==> src/rtl/bit_serial_adder_pkg.sv <==
// bit_serial_adder_pkg: shared FSM state encoding and default width for the serial adder
package bit_serial_adder_pkg;
   typedef enum logic [1:0] {
      IDLE  = 2'd0,
      SHIFT = 2'd1,
      DONE  = 2'd2
   } state_t;
   localparam int DEFAULT_WIDTH = 8;
endpackage

==> src/rtl/bit_serial_adder_fa_slice.sv <==
// fa_slice: combinational full adder composed of two half-adder stages
module fa_slice (
   input  logic a,
   input  logic b,
   input  logic c,
   output logic s,
   output logic c_out
);
   logic p;
   assign p     = a ^ b;
   assign s     = p ^ c;
   assign c_out = (a & b) | (c & p);
endmodule

==> src/rtl/bit_serial_adder.sv <==
// bit_serial_adder: LSB-first serial adder with valid/ready handshakes (SERIAL_ADD_CIN_EN adds a carry-in port)
module bit_serial_adder
   import bit_serial_adder_pkg::*;
#(
   parameter int WIDTH = DEFAULT_WIDTH
) (
   input  logic             clk,
   input  logic             rst_n,
   input  logic             in_valid,
   output logic             in_ready,
   input  logic [WIDTH-1:0] a_in,
   input  logic [WIDTH-1:0] b_in,
`ifdef SERIAL_ADD_CIN_EN
   input  logic             cin,
`endif
   output logic             out_valid,
   input  logic             out_ready,
   output logic [WIDTH-1:0] sum_out,
   output logic             cout_out,
   output logic             busy
);
   localparam int CW = $clog2(WIDTH);
   state_t           state, next;
   logic [WIDTH-1:0] a_sr, b_sr, sum_sr;
   logic [CW-1:0]    cnt;
   logic             carry, s, c, load, last, cin_v;
`ifdef SERIAL_ADD_CIN_EN
   assign cin_v = cin;
`else
   assign cin_v = 1'b0;
`endif
   fa_slice u_fa (.a(a_sr[0]), .b(b_sr[0]), .c(carry), .s(s), .c_out(c));
   assign load = in_valid && in_ready;
   assign last = cnt == CW'(WIDTH - 1);
   // state register
   always_ff @(posedge clk or negedge rst_n)
      if (!rst_n) state <= IDLE;
      else state <= next;
   // next-state and handshake outputs
   always_comb begin
      in_ready  = state == IDLE;
      busy      = state == SHIFT;
      out_valid = state == DONE;
      sum_out   = state == DONE ? sum_sr : '0;
      cout_out  = state == DONE ? carry : 1'b0;
      next      = state == IDLE  ? (in_valid ? SHIFT : IDLE) :
                  state == SHIFT ? (last ? DONE : SHIFT) :
                  state == DONE  ? (out_ready ? IDLE : DONE) : IDLE;
   end
   // operand load and one bit per cycle through the slice while shifting
   always_ff @(posedge clk or negedge rst_n)
      if (!rst_n) begin
         a_sr   <= '0;
         b_sr   <= '0;
         sum_sr <= '0;
         carry  <= 1'b0;
         cnt    <= '0;
      end else if (load) begin
         a_sr   <= a_in;
         b_sr   <= b_in;
         sum_sr <= '0;
         carry  <= cin_v;
         cnt    <= '0;
      end else if (state == SHIFT) begin
         a_sr   <= {1'b0, a_sr[WIDTH-1:1]};
         b_sr   <= {1'b0, b_sr[WIDTH-1:1]};
         sum_sr <= {s, sum_sr[WIDTH-1:1]};
         carry  <= c;
         cnt    <= cnt + CW'(1);
      end
endmodule

==> config.mk <==
export PLATFORM = sky130hd
export DESIGN_NAME = bit_serial_adder
export DESIGN_NICKNAME = d
export VERILOG_FILES = /design/src/rtl/bit_serial_adder_pkg.sv /design/src/rtl/bit_serial_adder_fa_slice.sv /design/src/rtl/bit_serial_adder.sv
export SDC_FILE = /design/constraint.sdc
export NUM_CORES = 1
export LEC_CHECK = 0
export CAP_MARGIN = 10
export CORE_MARGIN = 10
export CORE_UTILIZATION = 59
export DETAILED_ROUTE_END_ITERATION = 10
export DONT_BUFFER_PORTS = 1
export GPL_ROUTABILITY_DRIVEN = 0
export PLACE_DENSITY = 0.77
export SLEW_MARGIN = 40
export SYNTH_ARGS = -nofsm -noshare
export SYNTH_HDL_FRONTEND = slang
export SYNTH_SLANG_ARGS = --single-unit
==> constraint.sdc <==
create_clock -name clk -period 3.45 [get_ports clk]
set_input_delay 0.5175 -clock clk [delete_from_list [all_inputs] [get_ports clk]]
set_output_delay 0.5175 -clock clk [all_outputs]
set_load 0.005 [all_outputs]
==> results.tsv <==
stage	metric	value	unit
outcome	outcome	finished clean	
pwr	total_power	1.373	mW
pwr	p_switching	501.4	uW
synth	synth_top_area_share	51.90	%
pwr	p_comb_share	32.3	%
setup_path	path_class	reg2out	
timing	fin_setup_tns	0	ns
placement	place_ws	1.531	ns
pwr	swShare	36.52	%
route	vias	1024	
setup_path	critical_path_peak_fanout	15	
die	ios	32	
timing	hold_slack	0.2612	ns
layout	area_growth	3.979	%
layout	drive_gt1_share	14.17	%
grt	grt_first_pass_wirelength	5023	um
synth	synth_ff_type	dfrtp_1	
synth	syn_inst	126	
synth	synth_nets	149	
cts	root_buffer	clkbuf_4	
die	initial_core_util	63.55	%
timing	rsz0062_at_grt	no	
cts	post_cts_resized	0	
cts	htreeDepth	2	
synth	synth_edf_count	0	
pwr	power.internal	871.8	uW
grt	grt_usage	12.78	%
timing	setup_violations	0	
die	rows	17	
setup_path	end_kind	primary output	
route	postRouteAntennaNets	0	
cts	cts_tree	built	
die	die-area	4832	um^2
cts	ctsHoldBuffers	2	
pwr	peakVddDrop	0.6279	mV
pwr	power-per-cell-area	913.1	nW/um^2
layout	layout_common_cells	29 x dfrtp_1, 15 x nor2_1, 12 x o22ai_1	
route	wl_per_cell	19.90	um
setup_path	worstPathArrival	1.46	ns
job	cap_violations	0	
synth	syn_avg_cell_area	11.48	um^2
timing	max_freq	505.1	MHz
setup_path	crit_buf_inv	1	
synth	synth_cell_types	28	
grt	antenna_found_initial	0	
timing	finClkSkew	0.009772	ns
placement	dpl.hpwl	2110	um
synth	synth_area_leaders	dfrtp_1 52%, a22o_1 6.7%, o32ai_1 6.7%, o22ai_1 5.2%, and2_1 3.9%	
timing	setup_ws	1.470	ns
cts	cts.sinks	30	
route	drc	0	
layout	register_area	752.0	um^2
setup_path	startpoint_type	register	
placement	port_buffers	0	
setup_path	r2r_start	state[0]$_DFF_PN0_	
die	die_x	69.51	um
route	finalWirelength	3085	um
cts	clock_path_buffers	2	
die	die_h	69.51	um
setup_path	cp_slowest_cell	dfrtp_1	
route	via_per_inst	6.606	
pwr	pwr-share-seq	48.7	%
synth	seq_area_frac_synth	51.90	%
timing	slew_violations	0	
synth	yosysTopAreaCell	dfrtp_1	
worst_hold_path	hold_path_class	in2reg	
setup_path	cpLargestDelayFamily	flip-flops	
timing	fin_crit	1.980	ns
synth	syn_area	1446	um^2
synth	synth_seq_cells	30	
grt	grt_max_degree	31	
cts	cts_buffers	5	
pwr	pwr-share-clk	19.0	%
layout	multi_input_area	600.6	um^2
synth	async_flop_share	100.0	%
synth	yosysWarnings	0	
die	core	2276	um^2
timing	worst_slew_pin_slew	0.5197	ns
pwr	p_leak	0.6265	nW
cts	post-cts-setup-buffers	0	
setup_path	crit_required	2.93	ns
timing	finalHoldViolCount	0	
cts	clock_latency	0.33	ns
worst_hold_path	min_from	out_ready	
timing	fin_crit_sh	57.39	%
grt	grt-ovfl-total	0	
route	drt_iter0_drc	58	
setup_path	crit_chain	inv_2, nor2_4, and2_1	
timing	relSlewSlack	65.33	%
grt	grt_pass1_vias	1033	
layout	fillers	166	
layout	fin_nets	149	
setup_path	crit_path_start	state[1]$_DFF_PN0_	
route	first_pass_iters	4	
setup_path	slowest_delay	0.51	ns
layout	layout.cells.most_common	dfrtp_1	
layout	antenna_cells	0	
cts	cts.clk_slew.worst_paths	0.10	ns
## worst reg2reg max path, cell delays in order (launching register included)
cell and delay (ns):
dfrtp_2 0.60, o21bai_2 0.52, a22o_1 0.22
## synthesized netlist by cell type (2+ instances only)
| master | number |
|---|---|
| dfrtp_1 | 30 |
| nor2_1 | 15 |
| o22ai_1 | 12 |
| a22o_1 | 11 |
| o32ai_1 | 11 |
| and2_1 | 9 |
| buf_6 | 5 |
| nand2_1 | 4 |
| o21ai_0 | 4 |
| a21oi_1 | 2 |
| buf_2 | 2 |
| ha_1 | 2 |
| inv_2 | 2 |
| nand2b_4 | 2 |
| nor3_1 | 2 |
## cell type report
cell class | count | share of cell area, %
flip-flops and latches | 30 | 50.00
multi-input cells | 85 | 39.93
clock buffers | 8 | 5.241
well taps | 28 | 2.329
repair buffers | 2 | 1.997
inverters | 2 | 0.4992
## stage by stage
stage | cells | util (%) | area (um^2)
floorplan | 126 | - | 1446
global placement | 145 | 61.24 | 1394
detailed placement | 145 | 61.24 | 1394
CTS | 155 | 66.03 | 1503
global route | 155 | 66.08 | 1504
finish | 155 | 66.08 | 1504
## cell families after synthesis
kind of cell / share of synthesized area, %
AND/OR/NAND/NOR: 14.27
buffers and inverters: 6.574
AO/OA/AOI/OAI: 24.13
adder cells (fa/ha/maj): 3.114
flip-flops: 51.90
## worst paths after layout
| check | end | slack, ns | depth (start not counted) |
|---|---|---|---|
| hold reg to reg | cnt[0]$_DFFE_PN0P_ | 0.50 | 1 |
| setup / recovery | cout_out | 1.47 | 3 |
| hold / removal | state[1]$_DFF_PN0_ | 0.26 | 1 |
| setup reg to reg | sum_sr[7]$_DFFE_PN0P_ | 2.07 | 2 |
| max in group asynchronous | state[0]$_DFF_PN0_ | 2.65 | 2 |
| min in group asynchronous | sum_sr[4]$_DFFE_PN0P_ | 0.62 | 2 |
## power groups by stage
stage	sequential [mW]	clock, mW	combinational, mW
CTS	0.661	0.266	0.449
floorplan	0.609	0	0.437
global route	0.690	0.282	0.507
finish	0.668	0.261	0.444
global placement	0.659	0	0.413
detailed placement	0.666	0	0.441
## flip-flops by register name, indices dropped and copies added, names as in the netlist
name	count
b_sr	8
a_sr	8
sum_sr	8
carry	1
cnt	3
state	2
## per-layer routing
metal	wire (um)	vias to the layer above	track usage (%)
met5	0	-	0
met4	89	0	8.204
met3	208	9	5.706
met2	1417	29	18.75
met1	1370	511	14.68
li1	-	475	-
(Power assumes the default switching activity.)
